**src/rtl/nibble_serial_adder.sv**
```systemverilog
// nibble_serial_adder: wide add done one nibble per clock through a single adder_4bit slice

// adder_4bit: plain 4-bit ripple adder slice with carry in/out
module adder_4bit (
  input  logic [3:0] a,
  input  logic [3:0] b,
  input  logic       cin,
  output logic [3:0] sum,
  output logic       cout
);
  assign {cout, sum} = a + b + {4'd0, cin};
endmodule

module nibble_serial_adder #(
  parameter int NIBBLES = 4
) (
  input  logic                 clk,
  input  logic                 rst,
  input  logic                 start,
  input  logic [4*NIBBLES-1:0] a,
  input  logic [4*NIBBLES-1:0] b,
  input  logic                 cin,
  output logic                 busy,
  output logic                 done,
  output logic [4*NIBBLES-1:0] sum,
  output logic                 cout
);
  localparam int W = 4 * NIBBLES;
  localparam int IW = (NIBBLES > 1) ? $clog2(NIBBLES) : 1;
  localparam logic [IW-1:0] LAST = IW'(NIBBLES - 1);

  typedef enum logic [1:0] {IDLE, RUN, DONE} state_t;

  state_t        state_q, state_d;
  logic [W-1:0]  a_q, a_d, b_q, b_d, sum_q, sum_d;
  logic [IW-1:0] idx_q, idx_d;
  logic          cin_q, cin_d, carry_q, carry_d, cout_q, cout_d;
  logic [3:0]    add_sum;
  logic          add_cout;

  // The first slice takes the external carry-in; later slices take the registered ripple carry.
  adder_4bit u_add (
    .a    (a_q[4*idx_q +: 4]),
    .b    (b_q[4*idx_q +: 4]),
    .cin  ((idx_q == '0) ? cin_q : carry_q),
    .sum  (add_sum),
    .cout (add_cout)
  );

  // State register; reset clears everything immediately, discarding any in-flight add.
  always_ff @(posedge clk or posedge rst) begin
    if (rst) begin
      state_q <= IDLE;
      a_q     <= '0;
      b_q     <= '0;
      cin_q   <= 1'b0;
      carry_q <= 1'b0;
      idx_q   <= '0;
      sum_q   <= '0;
      cout_q  <= 1'b0;
    end else begin
      state_q <= state_d;
      a_q     <= a_d;
      b_q     <= b_d;
      cin_q   <= cin_d;
      carry_q <= carry_d;
      idx_q   <= idx_d;
      sum_q   <= sum_d;
      cout_q  <= cout_d;
    end
  end

  // Next state: RUN steps one nibble per edge; IDLE and DONE both accept a new start.
  always_comb begin
    state_d = state_q;
    a_d     = a_q;
    b_d     = b_q;
    cin_d   = cin_q;
    carry_d = carry_q;
    idx_d   = idx_q;
    sum_d   = sum_q;
    cout_d  = cout_q;
    if (state_q == RUN) begin
      sum_d[4*idx_q +: 4] = add_sum;
      carry_d = add_cout;
      idx_d   = idx_q + 1'b1;
      if (idx_q == LAST) begin
        cout_d  = add_cout;
        state_d = DONE;
      end
    end else if (start) begin
      a_d     = a;
      b_d     = b;
      cin_d   = cin;
      idx_d   = '0;
      state_d = RUN;
    end else begin
      state_d = IDLE;
    end
  end

  assign busy = (state_q == RUN);
  assign done = (state_q == DONE);
  assign sum  = sum_q;
  assign cout = cout_q;
endmodule

```
**config.mk**
```make
export PLATFORM = sky130hd
export DESIGN_NAME = nibble_serial_adder
export DESIGN_NICKNAME = d
export VERILOG_FILES = /design/src/rtl/nibble_serial_adder.sv
export SDC_FILE = /design/constraint.sdc
export NUM_CORES = 1
export LEC_CHECK = 0
export ABC_AREA = 0
export CAP_MARGIN = 20
export CORE_MARGIN = 5
export CORE_UTILIZATION = 55
export CTS_CLUSTER_DIAMETER = 60
export CTS_CLUSTER_SIZE = 25
export DETAILED_ROUTE_END_ITERATION = 6
export PLACE_DENSITY = 0.85
export SYNTH_ARGS = -nofsm -noshare
export SYNTH_HDL_FRONTEND = slang
export SYNTH_SLANG_ARGS = --single-unit
```
**constraint.sdc**
```tcl
create_clock -name clk -period 6.9 [get_ports clk]
set_input_delay 1.035 -clock clk [delete_from_list [all_inputs] [get_ports clk]]
set_output_delay 1.035 -clock clk [all_outputs]
set_load 0.02 [all_outputs]
```
==> impl_metrics.xml, run 1 <==
<?xml version="1.0" encoding="UTF-8"?>
<metrics>
  <group name="final_layout">
    <metric name="finalNonFillerCells" unit="">308</metric>
    <metric name="multi_input_comb_area" unit="um^2">1220</metric>
    <metric name="storage_element_area" unit="um^2">1380</metric>
    <metric name="layout-drive-gt1-share" unit="">0.241</metric>
    <metric name="area_growth_syn_to_layout" unit="%">24.7</metric>
    <metric name="fillers" unit="">339</metric>
    <metric name="layout.nets" unit="">287</metric>
    <metric name="num_antenna_cells" unit="">0</metric>
  </group>
  <group name="setup_path">
    <metric name="end_kind" unit="">flop</metric>
    <metric name="cp_top_family" unit="">adder cells</metric>
    <metric name="worst-path-max-fanout" unit="">17</metric>
    <metric name="crit_chain" unit="">inv_1 -&gt; ha_1 -&gt; mux2i_1 -&gt; fa_1 -&gt; inv_1 -&gt; fa_1 -&gt; xnor2_1 -&gt; o41ai_1</metric>
    <metric name="worstPathArrival" unit="ps">3140</metric>
    <metric name="timing_worst_setup_path_type" unit="">flop to flop</metric>
    <metric name="crit_slowest_cell" unit="">sky130_fd_sc_hd__dfrtp_1</metric>
    <metric name="crit_path_start_kind" unit="">flop</metric>
    <metric name="timing.critical_path.depth" unit="">8</metric>
    <metric name="critPathMaxStageDelay" unit="ps">870</metric>
    <metric name="crit_required" unit="ps">7090</metric>
    <metric name="rr_worst_depth" unit="">8</metric>
    <metric name="critical_path_buf_inv_count" unit="">2</metric>
  </group>
  <group name="floorplan">
    <metric name="die_width" unit="um">80.5</metric>
    <metric name="placeableCoreArea" unit="um^2">4790</metric>
    <metric name="ios" unit="">55</metric>
    <metric name="num_rows" unit="">25</metric>
    <metric name="start_util" unit="">0.570</metric>
    <metric name="die-height" unit="um">80.5</metric>
    <metric name="die_area" unit="um^2">6470</metric>
  </group>
  <group name="flow_run">
    <metric name="drv_cap" unit="">0</metric>
  </group>
  <group name="timing">
    <metric name="post-route-period-util" unit="">0.427</metric>
    <metric name="tightestPinTransition" unit="ps">798</metric>
    <metric name="timing.final.crit_period" unit="ps">2950</metric>
    <metric name="grt_setup_unrepaired" unit="">no</metric>
    <metric name="slew_headroom" unit="">0.468</metric>
    <metric name="slew_viol_final" unit="">0</metric>
    <metric name="final-setup-viol-count" unit="">0</metric>
    <metric name="finClkSkew" unit="ps">3.69</metric>
    <metric name="finalSetupTns" unit="ps">0</metric>
    <metric name="hold_viol" unit="">0</metric>
    <metric name="max_clock_freq" unit="MHz">339</metric>
  </group>
  <group name="drt">
    <metric name="wl_per_cell" unit="um">16.1</metric>
    <metric name="length_of_the_first_detailed_routing_pass_in_iterations" unit="">4</metric>
    <metric name="post_drt_via_cell_ratio" unit="">5.26</metric>
    <metric name="drcViolationCount" unit="">0</metric>
    <metric name="vias" unit="">1619</metric>
    <metric name="final_antenna_net_count" unit="">0</metric>
    <metric name="drt_iter0_markers" unit="">75</metric>
    <metric name="drt-total-wl" unit="um">4970</metric>
  </group>
  <group name="grt">
    <metric name="grt.overflow.total" unit="">0</metric>
    <metric name="grt.met3_usage" unit="">0.0460</metric>
    <metric name="grt.met1_usage" unit="">0.214</metric>
    <metric name="wire_length_of_the_first_global_routing_pass" unit="um">8340</metric>
    <metric name="globalRoute.busiestLayer" unit="">met2</metric>
    <metric name="grt_antenna_before_repair" unit="">0</metric>
    <metric name="gr-usage-met2" unit="">0.287</metric>
    <metric name="first_global_vias" unit="">1764</metric>
    <metric name="grt_start_max_net_pins" unit="">56</metric>
    <metric name="total_routing_usage_reported_by_global_routing" unit="">0.171</metric>
  </group>
  <group name="placed_design">
    <metric name="gpl.final_weighted_congestion" unit="">0.841</metric>
    <metric name="buffer_ports.inserted" unit="">54</metric>
    <metric name="dp.cells" unit="">299</metric>
    <metric name="dp.final_hpwl" unit="um">3760</metric>
  </group>
  <group name="clock_tree">
    <metric name="tritoncts.num_buffers" unit="">5</metric>
    <metric name="post_cts_hold_buffer_count" unit="">0</metric>
    <metric name="cts_post_setup_buffers_inserted" unit="">0</metric>
    <metric name="cts.htree.levels" unit="">2</metric>
    <metric name="insertion_delay" unit="ps">300</metric>
    <metric name="cts_root_buffer" unit="">sky130_fd_sc_hd__clkbuf_8</metric>
    <metric name="path_clk_slew" unit="ps">90</metric>
    <metric name="cts.path.max_buffers" unit="">2</metric>
    <metric name="cts_tree" unit="">done</metric>
    <metric name="cts_sinks" unit="">55</metric>
    <metric name="ctsResizeCount" unit="">0</metric>
  </group>
  <group name="min_path">
    <metric name="hold_path_class" unit="">flop to flop</metric>
    <metric name="hold_path_depth" unit="">2</metric>
  </group>
  <group name="synth">
    <metric name="yosysUniqueCellTypes" unit="">34</metric>
    <metric name="synth.top_cell.area_share" unit="">0.504</metric>
    <metric name="yosys_warnings" unit="">0</metric>
    <metric name="netlist_instances" unit="">185</metric>
    <metric name="syn_avg_cell_area" unit="um^2">14.8</metric>
    <metric name="sequential_cell_area_fraction_in_the_yosys_report" unit="">0.504</metric>
    <metric name="post_synth_instance_area" unit="um^2">2730</metric>
    <metric name="post-synth-top-area-cell" unit="">sky130_fd_sc_hd__dfrtp_1</metric>
    <metric name="ys_top_cells_by_area" unit="">sky130_fd_sc_hd__dfrtp_1 (50%), sky130_fd_sc_hd__mux2_4 (16%), sky130_fd_sc_hd__mux4_2 (6.6%)</metric>
    <metric name="synth-seq-cells" unit="">55</metric>
    <metric name="syn_nets" unit="">232</metric>
  </group>
  <group name="power">
    <metric name="worst_ir_drop_vdd" unit="mV">0.322</metric>
    <metric name="combPwrFrac" unit="">0.522</metric>
    <metric name="p_seq_frac" unit="">0.339</metric>
    <metric name="cellPowerDensity" unit="nW/um^2">514</metric>
    <metric name="power.leakage" unit="nW">1.56</metric>
    <metric name="internal_power" unit="W">0.00110</metric>
    <metric name="p_switching" unit="W">0.000645</metric>
    <metric name="clkPwrFrac" unit="">0.139</metric>
    <metric name="swShare" unit="">0.369</metric>
  </group>
  <group name="run_status">
    <metric name="outcome" unit="">finished, final reports clean</metric>
  </group>
</metrics>
==> final timing paths <==
check / start / slack [ps] / endpoint
max: idx_q[0] / 3950 / sum[14]
min: sum[2] / 490 / sum[2]
max reg2reg: idx_q[0] / 3950 / sum[14]
min reg2reg: sum[2] / 490 / sum[2]
max in group asynchronous: rst / 5450 / a_q[10]
min in group asynchronous: rst / 950 / sum[0]
==> state kept, by name (all words and copies together), names as in the netlist <==
| register | count |
|---|---|
| a_q | 16 |
| b_q | 16 |
| carry_q | 1 |
| cin_q | 1 |
| cout | 1 |
| idx_q | 2 |
| state_q | 2 |
| sum | 16 |
==> worst register-to-register path, delay by kind of cell (launching register included) <==
family	cells	cell delay, ps
buffers and inverters	2	270
xor gates and xnor gates	1	210
adders and majority gates	3	910
DFF	1	870
AOI/OAI and AO/OA	1	400
muxes	1	190
==> per-stage QoR <==
step | hold slack (ps) | cell area (um^2) | util | setup WS [ps] | power [W]
floorplan | 474 | 2730 | - | 4450 | 0.00129
global placement | 461 | 3250 | 0.679 | 4130 | 0.00147
detailed placement | 468 | 3250 | 0.679 | 3960 | 0.00151
CTS | 489 | 3380 | 0.707 | 3910 | 0.00176
global route | 531 | 3400 | 0.711 | 3630 | 0.00188
finish | 485 | 3400 | 0.711 | 3950 | 0.00175
==> Yosys cell counts (all sizes together) <==
library cell,number
o31ai,7
o41ai,1
a21oi,5
or2,2
mux2i,1
or3b,1
mux2,34
nor2,3
a21o,1
nor2b,1
mux4,8
fa,2
and2b,1
inv,7
dfrtp,55
or3,1
ha,9
nand3b,6
or4b,1
xnor2,1
o21ai,9
and3b,1
nand2,17
and2,1
clkbuf,1
buf,6
a21boi,1
nand2b,2
==> per-layer routing <==
metal | share of wire | wire [um]
met1 | 0.42 | 2090
met2 | 0.51 | 2550
met3 | 0.056 | 280
met4 | 0.010 | 51
met5 | 0 | 0
==> cell usage in the layout, fill, tap and decap left out, types with 2 or more instances in the layout <==
cell                              Yosys  final
sky130_fd_sc_hd__nand3b_1             5      5
sky130_fd_sc_hd__a21oi_1              5      5
sky130_fd_sc_hd__nand2_1             17     17
sky130_fd_sc_hd__nor2_1               3      3
sky130_fd_sc_hd__ha_1                 9      9
sky130_fd_sc_hd__o31ai_1              7      7
sky130_fd_sc_hd__bufinv_16            0      2
sky130_fd_sc_hd__mux4_2               8      8
sky130_fd_sc_hd__mux2_4              30     30
sky130_fd_sc_hd__clkbuf_8             0      5
sky130_fd_sc_hd__inv_1                7      6
sky130_fd_sc_hd__dfrtp_1             55     55
sky130_fd_sc_hd__clkdlybuf4s50_1      0     54
sky130_fd_sc_hd__o21ai_0              9      9
sky130_fd_sc_hd__mux2_2               4      4
sky130_fd_sc_hd__fa_1                 2      2
==> kinds of logic after synthesis <==
| group | after synthesis | synth area share |
|---|---|---|
| XOR/XNOR | 1 | 0.00321 |
| multiplexers | 43 | 0.251 |
| adder cells (fa/ha/maj) | 11 | 0.0559 |
| AO/OA/AOI/OAI | 24 | 0.0536 |
| buffers and inverters | 14 | 0.0472 |
| AND/OR/NAND/NOR | 37 | 0.0848 |
| flip-flops | 55 | 0.504 |
==> layout make-up <==
type / instances / area share
clock inverter: 2 / 0.0176
multi-input combinational: 116 / 0.360
inverter: 7 / 0.00772
tap: 67 / 0.0246
timing repair buffer: 55 / 0.165
sequential: 55 / 0.404
clock buffer: 6 / 0.0213
==> power groups by stage <==
stage / registers [W] / clock network [W] / logic [W]
3_5_place_dp: 0.000599 / 0 / 0.000914
5_1_grt: 0.000617 / 0.000265 / 0.000995
4_1_cts: 0.000595 / 0.000250 / 0.000916
2_1_floorplan: 0.000580 / 0 / 0.000705
6_report: 0.000593 / 0.000243 / 0.000913
3_3_place_gp: 0.000592 / 0 / 0.000881
(Power assumes the default switching activity.)
==> inputs of run 2 (changes only) <==
--- a/config.mk
+++ b/config.mk
@@ -8,11 +8,11 @@
 export ABC_AREA = 0
 export CAP_MARGIN = 20
 export CORE_MARGIN = 5
-export CORE_UTILIZATION = 55
+export CORE_UTILIZATION = 51
 export CTS_CLUSTER_DIAMETER = 60
 export CTS_CLUSTER_SIZE = 25
 export DETAILED_ROUTE_END_ITERATION = 6
-export PLACE_DENSITY = 0.85
+export PLACE_DENSITY = 0.79
 export SYNTH_ARGS = -nofsm -noshare
 export SYNTH_HDL_FRONTEND = slang
 export SYNTH_SLANG_ARGS = --single-unit
==> constraint.sdc (replaced) <==
create_clock -name clk -period 2.9 [get_ports clk]
set_input_delay 0.435 -clock clk [delete_from_list [all_inputs] [get_ports clk]]
set_output_delay 0.435 -clock clk [all_outputs]
set_load 0.02 [all_outputs]
==> run 2 against run 1 <==
Count of clock-buffer cells in the layout unchanged; utilization is 4.4 points lower; global-route usage decreased by 2.2 points; final cell count up 1.9%; register-to-register slack got worse by 3700 ps; combinational power up 150%; non-clock buffer count increased by 3; first-iteration DRC count decreased by 8.0%; clock skew up 2.5 ps; design area grew 0.77%; sequential power is 130% higher; sequential share of layout area fell by 0.31 points.
==> impl_metrics.xml, run 2 (synthesized netlist as in run 1, its figures left out) <==
<?xml version="1.0" encoding="UTF-8"?>
<metrics>
  <group name="run_status">
    <metric name="outcome" unit="">finished, final reports clean</metric>
  </group>
  <group name="placed_design">
    <metric name="dp.cells" unit="">306</metric>
    <metric name="dp.final_hpwl" unit="um">3770</metric>
    <metric name="buffer_ports.inserted" unit="">54</metric>
    <metric name="preCtsSetupSlack" unit="ps">320</metric>
    <metric name="gpl.final_weighted_congestion" unit="">0.864</metric>
  </group>
  <group name="timing">
    <metric name="final-setup-viol-count" unit="">0</metric>
    <metric name="finalSetupTns" unit="ps">0</metric>
    <metric name="setup_ws" unit="ps">292</metric>
    <metric name="whs" unit="ps">481</metric>
    <metric name="max_clock_freq" unit="MHz">383</metric>
    <metric name="hold_viol" unit="">0</metric>
    <metric name="grt_setup_unrepaired" unit="">no</metric>
    <metric name="post-route-period-util" unit="">0.899</metric>
    <metric name="timing.final.crit_period" unit="ps">2610</metric>
    <metric name="slew_headroom" unit="">0.598</metric>
    <metric name="slew_viol_final" unit="">0</metric>
    <metric name="finClkSkew" unit="ps">6.23</metric>
    <metric name="tightestPinTransition" unit="ps">602</metric>
  </group>
  <group name="setup_path">
    <metric name="crit_required" unit="ps">3080</metric>
    <metric name="crit_path_start_kind" unit="">flop</metric>
    <metric name="critical_path_buf_inv_count" unit="">1</metric>
    <metric name="crit_chain" unit="">buf_4 -&gt; mux4_2 -&gt; ha_1 -&gt; a21oi_1 -&gt; a21boi_0 -&gt; o31ai_1</metric>
    <metric name="end_kind" unit="">flop</metric>
    <metric name="r2r_setup_slack" unit="ps">290</metric>
    <metric name="critPathMaxStageDelay" unit="ps">610</metric>
    <metric name="timing_worst_setup_path_type" unit="">flop to flop</metric>
    <metric name="timing.rr.end" unit="">sum[7]</metric>
    <metric name="cp_top_family" unit="">compound AO/OA/AOI/OAI gates</metric>
    <metric name="worstPathArrival" unit="ps">2780</metric>
    <metric name="rr_worst_depth" unit="">6</metric>
    <metric name="worst-path-max-fanout" unit="">9</metric>
    <metric name="worstSetupStartpoint" unit="">idx_q[0]</metric>
    <metric name="crit_slowest_cell" unit="">sky130_fd_sc_hd__dfrtp_1</metric>
    <metric name="worst_r2r_startpoint" unit="">idx_q[0]</metric>
  </group>
  <group name="clock_tree">
    <metric name="path_clk_slew" unit="ps">90</metric>
    <metric name="post_cts_hold_buffer_count" unit="">0</metric>
    <metric name="cts.htree.levels" unit="">2</metric>
    <metric name="cts_tree" unit="">done</metric>
    <metric name="insertion_delay" unit="ps">310</metric>
    <metric name="cts_post_setup_buffers_inserted" unit="">0</metric>
    <metric name="tritoncts.num_buffers" unit="">5</metric>
    <metric name="cts_sinks" unit="">55</metric>
    <metric name="ctsResizeCount" unit="">0</metric>
    <metric name="cts.path.max_buffers" unit="">2</metric>
    <metric name="cts_root_buffer" unit="">sky130_fd_sc_hd__clkbuf_8</metric>
  </group>
  <group name="floorplan">
    <metric name="die-height" unit="um">83.2</metric>
    <metric name="die_width" unit="um">83.2</metric>
    <metric name="die_area" unit="um^2">6920</metric>
    <metric name="start_util" unit="">0.531</metric>
    <metric name="num_rows" unit="">26</metric>
    <metric name="ios" unit="">55</metric>
    <metric name="placeableCoreArea" unit="um^2">5140</metric>
  </group>
  <group name="drt">
    <metric name="vias" unit="">1639</metric>
    <metric name="drt-total-wl" unit="um">4810</metric>
    <metric name="wl_per_cell" unit="um">15.3</metric>
    <metric name="drcViolationCount" unit="">0</metric>
    <metric name="drt_iter0_markers" unit="">69</metric>
    <metric name="length_of_the_first_detailed_routing_pass_in_iterations" unit="">4</metric>
    <metric name="post_drt_via_cell_ratio" unit="">5.22</metric>
    <metric name="final_antenna_net_count" unit="">0</metric>
  </group>
  <group name="power">
    <metric name="cellPowerDensity" unit="nW/um^2">1220</metric>
    <metric name="clkPwrFrac" unit="">0.140</metric>
    <metric name="combPwrFrac" unit="">0.534</metric>
    <metric name="swShare" unit="">0.367</metric>
    <metric name="p_switching" unit="W">0.00154</metric>
    <metric name="p_seq_frac" unit="">0.326</metric>
    <metric name="power.leakage" unit="nW">1.57</metric>
    <metric name="internal_power" unit="W">0.00265</metric>
    <metric name="worst_ir_drop_vdd" unit="mV">0.513</metric>
  </group>
  <group name="min_path">
    <metric name="hold_path_depth" unit="">2</metric>
    <metric name="timing.hold.worst.start" unit="">sum[11]</metric>
    <metric name="hold_path_class" unit="">flop to flop</metric>
    <metric name="worst_hold_path.endpoint" unit="">sum[11]</metric>
  </group>
  <group name="final_layout">
    <metric name="finalNonFillerCells" unit="">314</metric>
    <metric name="layout_common_cells" unit="">sky130_fd_sc_hd__dfrtp_1 (55), sky130_fd_sc_hd__clkdlybuf4s50_1 (54), sky130_fd_sc_hd__mux2_4 (30)</metric>
    <metric name="final_common_cell" unit="">sky130_fd_sc_hd__dfrtp_1</metric>
    <metric name="num_antenna_cells" unit="">0</metric>
    <metric name="area_growth_syn_to_layout" unit="%">25.7</metric>
    <metric name="layout-drive-gt1-share" unit="">0.250</metric>
    <metric name="layout.nets" unit="">290</metric>
    <metric name="fillers" unit="">415</metric>
  </group>
  <group name="grt">
    <metric name="wire_length_of_the_first_global_routing_pass" unit="um">8380</metric>
    <metric name="first_global_vias" unit="">1680</metric>
    <metric name="total_routing_usage_reported_by_global_routing" unit="">0.149</metric>
    <metric name="grt_start_max_net_pins" unit="">34</metric>
    <metric name="grt_antenna_before_repair" unit="">0</metric>
    <metric name="grt.overflow.total" unit="">0</metric>
  </group>
  <group name="flow_run">
    <metric name="drv_cap" unit="">0</metric>
  </group>
</metrics>
==> run 2: cell types whose count changed in the layout (fill, tap and decap cells not counted), sizes merged <==
cell  before  now
buf        1    4
==> run 2: layer usage <==
| metal | vias to the layer above | wire length, um | track usage |
|---|---|---|---|
| met1 | 796 | 2150 | 0.198 |
| met2 | 59 | 2260 | 0.234 |
| met5 | - | 0 | 0 |
| li1 | 774 | - | - |
| met4 | 0 | 90 | 0.0550 |
| met3 | 10 | 309 | 0.0416 |
==> run 2: power by group through the flow <==
stage	sequential [W]	combinational (W)	clock (W)
4_1_cts	0.00137	0.00225	0.000601
6_report	0.00137	0.00224	0.000585
3_5_place_dp	0.00139	0.00225	0
2_1_floorplan	0.00138	0.00168	0
3_3_place_gp	0.00138	0.00217	0
5_1_grt	0.00142	0.00247	0.000628
==> run 2: per-stage QoR <==
stage | instance area, um^2 | utilization | total power, W
floorplan | 2730 | - | 0.00306
global placement | 3300 | 0.642 | 0.00356
detailed placement | 3300 | 0.642 | 0.00363
CTS | 3430 | 0.667 | 0.00423
global route | 3430 | 0.667 | 0.00452
finish | 3430 | 0.667 | 0.00419
==> run 2: layout make-up <==
cell class / instances / area, um^2 / share of cell area
clock buffer: 6 / 72.6 / 0.0212
clock inverter: 2 / 60.1 / 0.0175
inverter: 7 / 26.3 / 0.00766
multi-input combinational: 116 / 1220 / 0.357
sequential: 55 / 1380 / 0.401
tap: 70 / 87.6 / 0.0255
timing repair buffer: 58 / 583 / 0.170
==> run 2: worst max-delay path by stage <==
stage	to	slack [ps]	depth (start not counted)
6_report	sum[7]	290	6
5_1_grt	sum[15]	90	6
4_1_cts	sum[15]	300	6
3_5_place_dp	sum[15]	320	6
3_3_place_gp	sum[14]	450	7
2_1_floorplan	sum[14]	450	8
==> run 2: worst min-delay path, stage by stage, from the launching register on <==
cell and delay, ps:
sky130_fd_sc_hd__dfrtp_1 350, sky130_fd_sc_hd__nand2_1 50, sky130_fd_sc_hd__o31ai_1 50
